$ cat src/rtl/alu_arbiter.sv
// alu_arbiter: shares one combinational ALU between two valid/ready requesters.
// Requests are granted round-robin and each accepted operation's result is
// captured in a one-deep registered response slot with its own valid/ready
// handshake. An accepted operation appears on rsp_* one cycle later, and a
// new operation can be accepted every cycle while the consumer drains the slot.
//
// Optional feature macro: ALU_ARB_PERF_EN
//   When defined, adds saturating per-port transfer counters grant0_cnt/grant1_cnt.
//   When it is not defined, those ports and counters do not exist.
//
// Parameters:
//   WIDTH      operand/result width
//   RESET_PRIO requester that wins the first tie after reset (0 or 1)
//   CNT_W      width of the optional grant counters
//
// Ports:
//   clk, rst_n                clock, asynchronous active-low reset
//   req0_valid/ready/ctrl/a/b requester 0 handshake, ALU control code, operands
//   req1_valid/ready/ctrl/a/b requester 1 handshake, ALU control code, operands
//   rsp_valid/ready           response slot handshake
//   rsp_id                    requester that issued the held result
//   rsp_result                held ALU result
//   rsp_zero                  held result is zero
//   rsp_illegal               held operation used an undefined ctrl code
//   grant0_cnt/grant1_cnt     transfer counters (only with ALU_ARB_PERF_EN)

module alu_arbiter #(
    parameter int unsigned WIDTH      = 32,
    parameter int unsigned RESET_PRIO = 0,
    parameter int unsigned CNT_W      = 16
) (
    input  logic             clk,
    input  logic             rst_n,
    input  logic             req0_valid,
    output logic             req0_ready,
    input  logic [2:0]       req0_ctrl,
    input  logic [WIDTH-1:0] req0_a,
    input  logic [WIDTH-1:0] req0_b,
    input  logic             req1_valid,
    output logic             req1_ready,
    input  logic [2:0]       req1_ctrl,
    input  logic [WIDTH-1:0] req1_a,
    input  logic [WIDTH-1:0] req1_b,
    output logic             rsp_valid,
    input  logic             rsp_ready,
    output logic             rsp_id,
    output logic [WIDTH-1:0] rsp_result,
    output logic             rsp_zero,
    output logic             rsp_illegal
`ifdef ALU_ARB_PERF_EN
    ,
    output logic [CNT_W-1:0] grant0_cnt,
    output logic [CNT_W-1:0] grant1_cnt
`endif
);

    localparam logic [2:0] OP_ADD = 3'b000;
    localparam logic [2:0] OP_SUB = 3'b001;
    localparam logic [2:0] OP_AND = 3'b010;
    localparam logic [2:0] OP_OR  = 3'b011;
    localparam logic [2:0] OP_SLT = 3'b101;

    // Elaboration-time parameter sanity checks.
    if (RESET_PRIO > 1) begin : g_bad_reset_prio
        $error("alu_arbiter: RESET_PRIO must be 0 or 1");
    end
    if (CNT_W == 0) begin : g_bad_cnt_w
        $error("alu_arbiter: CNT_W must be at least 1");
    end

    // Registered state.
    logic             r_prio;
    logic             r_rsp_valid;
    logic             r_rsp_id;
    logic [WIDTH-1:0] r_rsp_result;
    logic             r_rsp_zero;
    logic             r_rsp_illegal;

    // Combinational arbitration and datapath.
    logic             w_slot_free;
    logic             w_grant_vld;
    logic             w_grant_id;
    logic             w_xfer;
    logic [2:0]       w_ctrl;
    logic [WIDTH-1:0] w_a;
    logic [WIDTH-1:0] w_b;
    logic [WIDTH-1:0] w_alu_result;
    logic             w_alu_illegal;

    // The slot can take a new result when empty or being drained this cycle.
    assign w_slot_free = !r_rsp_valid || rsp_ready;

    // Grant selection: a lone requester wins; a tie goes to the priority pointer.
    // Depends only on the valids, never on the other port's ready.
    always_comb begin
        w_grant_vld = 1'b0;
        w_grant_id  = 1'b0;
        if (req0_valid && req1_valid) begin
            w_grant_vld = 1'b1;
            w_grant_id  = r_prio;
        end else if (req0_valid) begin
            w_grant_vld = 1'b1;
            w_grant_id  = 1'b0;
        end else if (req1_valid) begin
            w_grant_vld = 1'b1;
            w_grant_id  = 1'b1;
        end
    end

    assign req0_ready = w_slot_free && w_grant_vld && !w_grant_id;
    assign req1_ready = w_slot_free && w_grant_vld &&  w_grant_id;
    assign w_xfer     = w_slot_free && w_grant_vld;

    // Operand mux for the granted requester.
    always_comb begin
        w_ctrl = req0_ctrl;
        w_a    = req0_a;
        w_b    = req0_b;
        if (w_grant_id) begin
            w_ctrl = req1_ctrl;
            w_a    = req1_a;
            w_b    = req1_b;
        end
    end

    // Shared ALU; undefined codes yield a zero result flagged as illegal.
    always_comb begin
        w_alu_result  = '0;
        w_alu_illegal = 1'b0;
        case (w_ctrl)
            OP_ADD:  w_alu_result = w_a + w_b;
            OP_SUB:  w_alu_result = w_a - w_b;
            OP_AND:  w_alu_result = w_a & w_b;
            OP_OR:   w_alu_result = w_a | w_b;
            OP_SLT:  w_alu_result = WIDTH'(w_a < w_b);
            default: begin
                w_alu_result  = '0;
                w_alu_illegal = 1'b1;
            end
        endcase
    end

    // Response slot and round-robin pointer. A drain without a new transfer
    // only clears valid; the payload fields keep their last values.
    always_ff @(posedge clk or negedge rst_n) begin
        if (!rst_n) begin
            r_prio        <= 1'(RESET_PRIO);
            r_rsp_valid   <= 1'b0;
            r_rsp_id      <= 1'b0;
            r_rsp_result  <= '0;
            r_rsp_zero    <= 1'b0;
            r_rsp_illegal <= 1'b0;
        end else begin
            if (w_xfer) begin
                r_prio        <= !w_grant_id;
                r_rsp_valid   <= 1'b1;
                r_rsp_id      <= w_grant_id;
                r_rsp_result  <= w_alu_result;
                r_rsp_zero    <= (w_alu_result == '0);
                r_rsp_illegal <= w_alu_illegal;
            end else if (rsp_ready) begin
                r_rsp_valid   <= 1'b0;
            end
        end
    end

    assign rsp_valid   = r_rsp_valid;
    assign rsp_id      = r_rsp_id;
    assign rsp_result  = r_rsp_result;
    assign rsp_zero    = r_rsp_zero;
    assign rsp_illegal = r_rsp_illegal;

`ifdef ALU_ARB_PERF_EN
    logic [CNT_W-1:0] r_grant0_cnt;
    logic [CNT_W-1:0] r_grant1_cnt;

    // Saturating per-port transfer counters.
    always_ff @(posedge clk or negedge rst_n) begin
        if (!rst_n) begin
            r_grant0_cnt <= '0;
            r_grant1_cnt <= '0;
        end else begin
            if (req0_valid && req0_ready && (r_grant0_cnt != '1)) begin
                r_grant0_cnt <= r_grant0_cnt + CNT_W'(1);
            end
            if (req1_valid && req1_ready && (r_grant1_cnt != '1)) begin
                r_grant1_cnt <= r_grant1_cnt + CNT_W'(1);
            end
        end
    end

    assign grant0_cnt = r_grant0_cnt;
    assign grant1_cnt = r_grant1_cnt;
`endif

endmodule

$ cat config.mk
export PLATFORM = sky130hd
export DESIGN_NAME = alu_arbiter
export DESIGN_NICKNAME = d
export VERILOG_FILES = /design/src/rtl/alu_arbiter.sv
export SDC_FILE = /design/constraint.sdc
export NUM_CORES = 1
export LEC_CHECK = 0
export ABC_AREA = 1
export ABC_CLOCK_PERIOD_IN_PS = 4300
export CORE_MARGIN = 3
export CORE_UTILIZATION = 35
export DETAILED_ROUTE_END_ITERATION = 8
export SLEW_MARGIN = 0
export SYNTH_ARGS = -nofsm -noshare
export SYNTH_HDL_FRONTEND = slang
export SYNTH_SLANG_ARGS = --single-unit
$ cat constraint.sdc
create_clock -name clk -period 4.3 [get_ports clk]
set_clock_uncertainty 0.2 [all_clocks]
set_input_delay 0.86 -clock clk [delete_from_list [all_inputs] [get_ports clk]]
set_output_delay 0.86 -clock clk [all_outputs]
set_load 0.1 [all_outputs]
==> flow_metrics.tcl <==
set metrics [dict create \
    critPathKind "primary input to flop" \
    synth_fp_nets 1898 \
    worst_skew_pair.late_latency_ps 270 \
    crit_family "simple AND/OR/NAND/NOR gates" \
    cts-root-buf "clkbuf_16" \
    yosysWarnings 0 \
    power.total_mw 4.366 \
    ys_seq_elements 37 \
    first_pass_iters 6 \
    slew_violations 0 \
    io_buffer_count 176 \
    synth_enable_flop_cells 0 \
    cp_num_buf_inv 5 \
    initial_utilization 0.3632 \
    syn_to_final_growth_pct 52.82 \
    tns_ps 0 \
    cp_common_cell "nand2_1" \
    setup_violations 0 \
    hold_viol 0 \
    core-area_mm2 0.02389 \
    async_reset_ff_frac 1.000 \
    rsz0062_at_grt "false" \
    synthFlopType "dfrtp_1" \
    htreeDepth 2 \
    grt_first_pass_wirelength_um 55340 \
    nFillCells 2535 \
    fin_cells 2384 \
    yosysTopAreaCell "nand2_1" \
    status "complete, no violations" \
    io_pins 177 \
    rr_endpoint "rsp_zero" \
    fin_crit_sh 0.8988 \
    cp-end-kind "flop" \
    drc_errors 0 \
    ys_seq_area_frac 0.1067 \
    tightestPinTransition_ps 1021 \
    avgSynthCellArea_um2 5.237 \
    cts_buffers 5 \
    synth_cell_types 40 \
    swShare 0.5451 \
    ant_nets 0 \
    clk_pin_slew_ps 50 \
    power.density_mw_per_mm2 329.3 \
    cts_tree "built" \
    diodes 0 \
    crit_end "rsp_zero" \
    die_w_um 163.5 \
    syn_area_mm2 0.008677 \
    max_cap_violations 0 \
    critPathRequiredTime_ps 4310 \
    post-dp-hpwl_um 31560 \
    die_h_um 163.5 \
    antenna_found_initial 1 \
    worstPathMaxFanout 8 \
    clkPwrFrac 0.081 \
    drtIter0Drc 843 \
    cp_cell_sequence "dlymetal6s2s_1 > nand2_4 > nand2_8 > buf_12 > buf_4 > nand2_1 > o21ai_1 > ha_2 > inv_2 > nand2_1 > inv_1 > nand2_1 > nand2_1 > o21bai_1 > nand2_1 > nand4_1 > nand3_1 > nand3_2 > nor2_1 > nand2_1 > nor2_1 > nand3_1 > nand2_1" \
    cp_slowest_cell "ha_2" \
    hold_path_class "flop to flop" \
    r2r_slack_ps 790 \
    intPower_mw 1.986 \
    final_nets 2306 \
    drive_gt1_frac 0.1961 \
    grt_max_degree 57 \
    pwr-share-seq 0.107 \
    arrival_ps 3880 \
    netlist_top_cells_area "nand2_1 (23%), ha_1 (14%), inv_1 (14%), dfrtp_1 (11%), nand3_1 (8.4%)" \
    globalRouteOverflowTotal 0 \
    crit_path_max_incr_delay_ps 410 \
    path_depth 23 \
    power_switching_mw 2.380 \
    synth.most_common_cell "nand2_1" \
    rr_startpoint "r_prio" \
    rows 56 \
    grt_pass1_vias 10660 \
    place_congestion 0.9954 \
    dp.cells 2369 \
    cts_sinks 37 \
    synth_commonest_cells "nand2_1 (534), inv_1 (324), nor2_1 (186)" \
    track_usage 0.2623 \
    cp-start-kind "primary input" \
    worstRegToRegCells 25 \
    max_slew_margin 0.3172 \
    fin_util 0.5550 \
    routed_wl_um 37030 \
    synth_top_area_frac 0.2310 \
    fmax_mhz 258.7 \
    route.vias.total 11290 \
    finalCriticalPeriod_ps 3865 \
    critPathLaunch "req0_valid" \
    die_area_mm2 0.02672 \
    ir_drop_mv 0.4776 \
    postSynthCellCount 1657 \
    wire_per_inst_um 15.53 \
    whs_ps 276.2 \
    leakagePower_nw 7.529 \
    via_per_inst 4.734 \
    min_path_cells 2 \
    clockBufferDepth 2 \
    p_comb_frac 0.811 \
]
[flip-flops by register name, summed over array words and instances (netlist names)]
name and cells:
rsp_illegal 1, rsp_valid 1, r_prio 1, rsp_zero 1, rsp_id 1, rsp_result 32
[placed cells by master (no fill, tap or decap), drive strengths merged]
| master | instances |
|---|---|
| nand2 | 551 |
| inv | 329 |
| buf | 277 |
| nor2 | 194 |
| clkdlybuf4s50 | 171 |
| nand3 | 148 |
| o21ai | 105 |
| ha | 100 |
| a21oi | 77 |
| dfrtp | 37 |
| nor3 | 18 |
| nand4 | 14 |
| clkbuf | 11 |
| o21bai | 9 |
| xor2 | 4 |
| or2 | 4 |
| nand3b | 2 |
| and2 | 2 |
| o211ai | 2 |
| fa | 2 |
| dlymetal6s2s | 2 |
| xnor2 | 1 |
| o22ai | 1 |
| a31oi | 1 |
| and3 | 1 |
| o31ai | 1 |
| o21a | 1 |
[area by class of cell]
class                      instances  area [um^2]  share of cell area
sequential                        37        925.9             0.06982
timing repair buffer             454         3980              0.3002
multi-input combinational       1238         6578              0.4960
inverter                         329         1235             0.09313
tap                              319        399.1             0.03010
clock buffer                       7        142.6             0.01076
[routing by layer]
metal / global-route usage / wire, um / vias to the layer above
met1: 0.3617 / 17220 / 4978
met3: 0.03094 / 2543 / 61
met4: 0.05344 / 921 / 2
met5: 0 / 13 / -
met2: 0.4413 / 16340 / 383
li1: - / - / 5862
[worst min-delay path: cells and delay by family, from the launching register on]
| family | cells | cell delay [ps] |
|---|---|---|
| flip-flops | 1 | 340 |
| AND/OR/NAND/NOR | 2 | 100 |
[worst min path at each step]
stage	start	end	slack [ps]
4_1_cts	rsp_result[18]	rsp_result[18]	280
6_report	rsp_result[0]	rsp_result[0]	280
3_3_place_gp	rsp_result[16]	rsp_result[16]	270
3_5_place_dp	rsp_result[0]	rsp_result[0]	270
2_1_floorplan	r_prio	r_prio	330
5_1_grt	rsp_result[23]	rsp_result[23]	290
[metrics by stage]
step	setup WS (ps)	instance area, um^2
floorplan	369.7	8677
global placement	-348.8	12670
detailed placement	-353.8	12670
CTS	10.25	12820
global route	217.7	13260
finish	435.2	13260
[power groups by stage]
stage          combinational (mW)  clock, mW  sequential (mW)
2_1_floorplan                1.40          0             1.01
3_3_place_gp                 3.36          0            0.473
3_5_place_dp                 3.37          0            0.474
4_1_cts                      3.39      0.362            0.469
5_1_grt                      3.85      0.375            0.478
6_report                     3.54      0.355            0.468
[what timing repair did]
| item | in CTS | in global routing |
|---|---|---|
| pin swaps | 0 | 18 |
| gates resized for setup | 3 | 128 |
| endpoints found under the setup margin | 1 | 17 |
| gates cloned | 0 | 5 |
| buffers inserted | 0 | 3 |
| hold buffers | 0 | 0 |
[cells by family (layout without fill, tap and decap cells)]
group                      after synthesis  count (layout)  synth area share
buffers and inverters                  382             790            0.1719
AOI/OAI and AO/OA                      197             197            0.1194
xor gates and xnor gates                 5               5          0.005047
DFF                                     37              37            0.1067
adders and majority gates              102             102            0.1488
and+or+nand+nor                        934             934            0.4482
(Power assumes the default switching activity.)
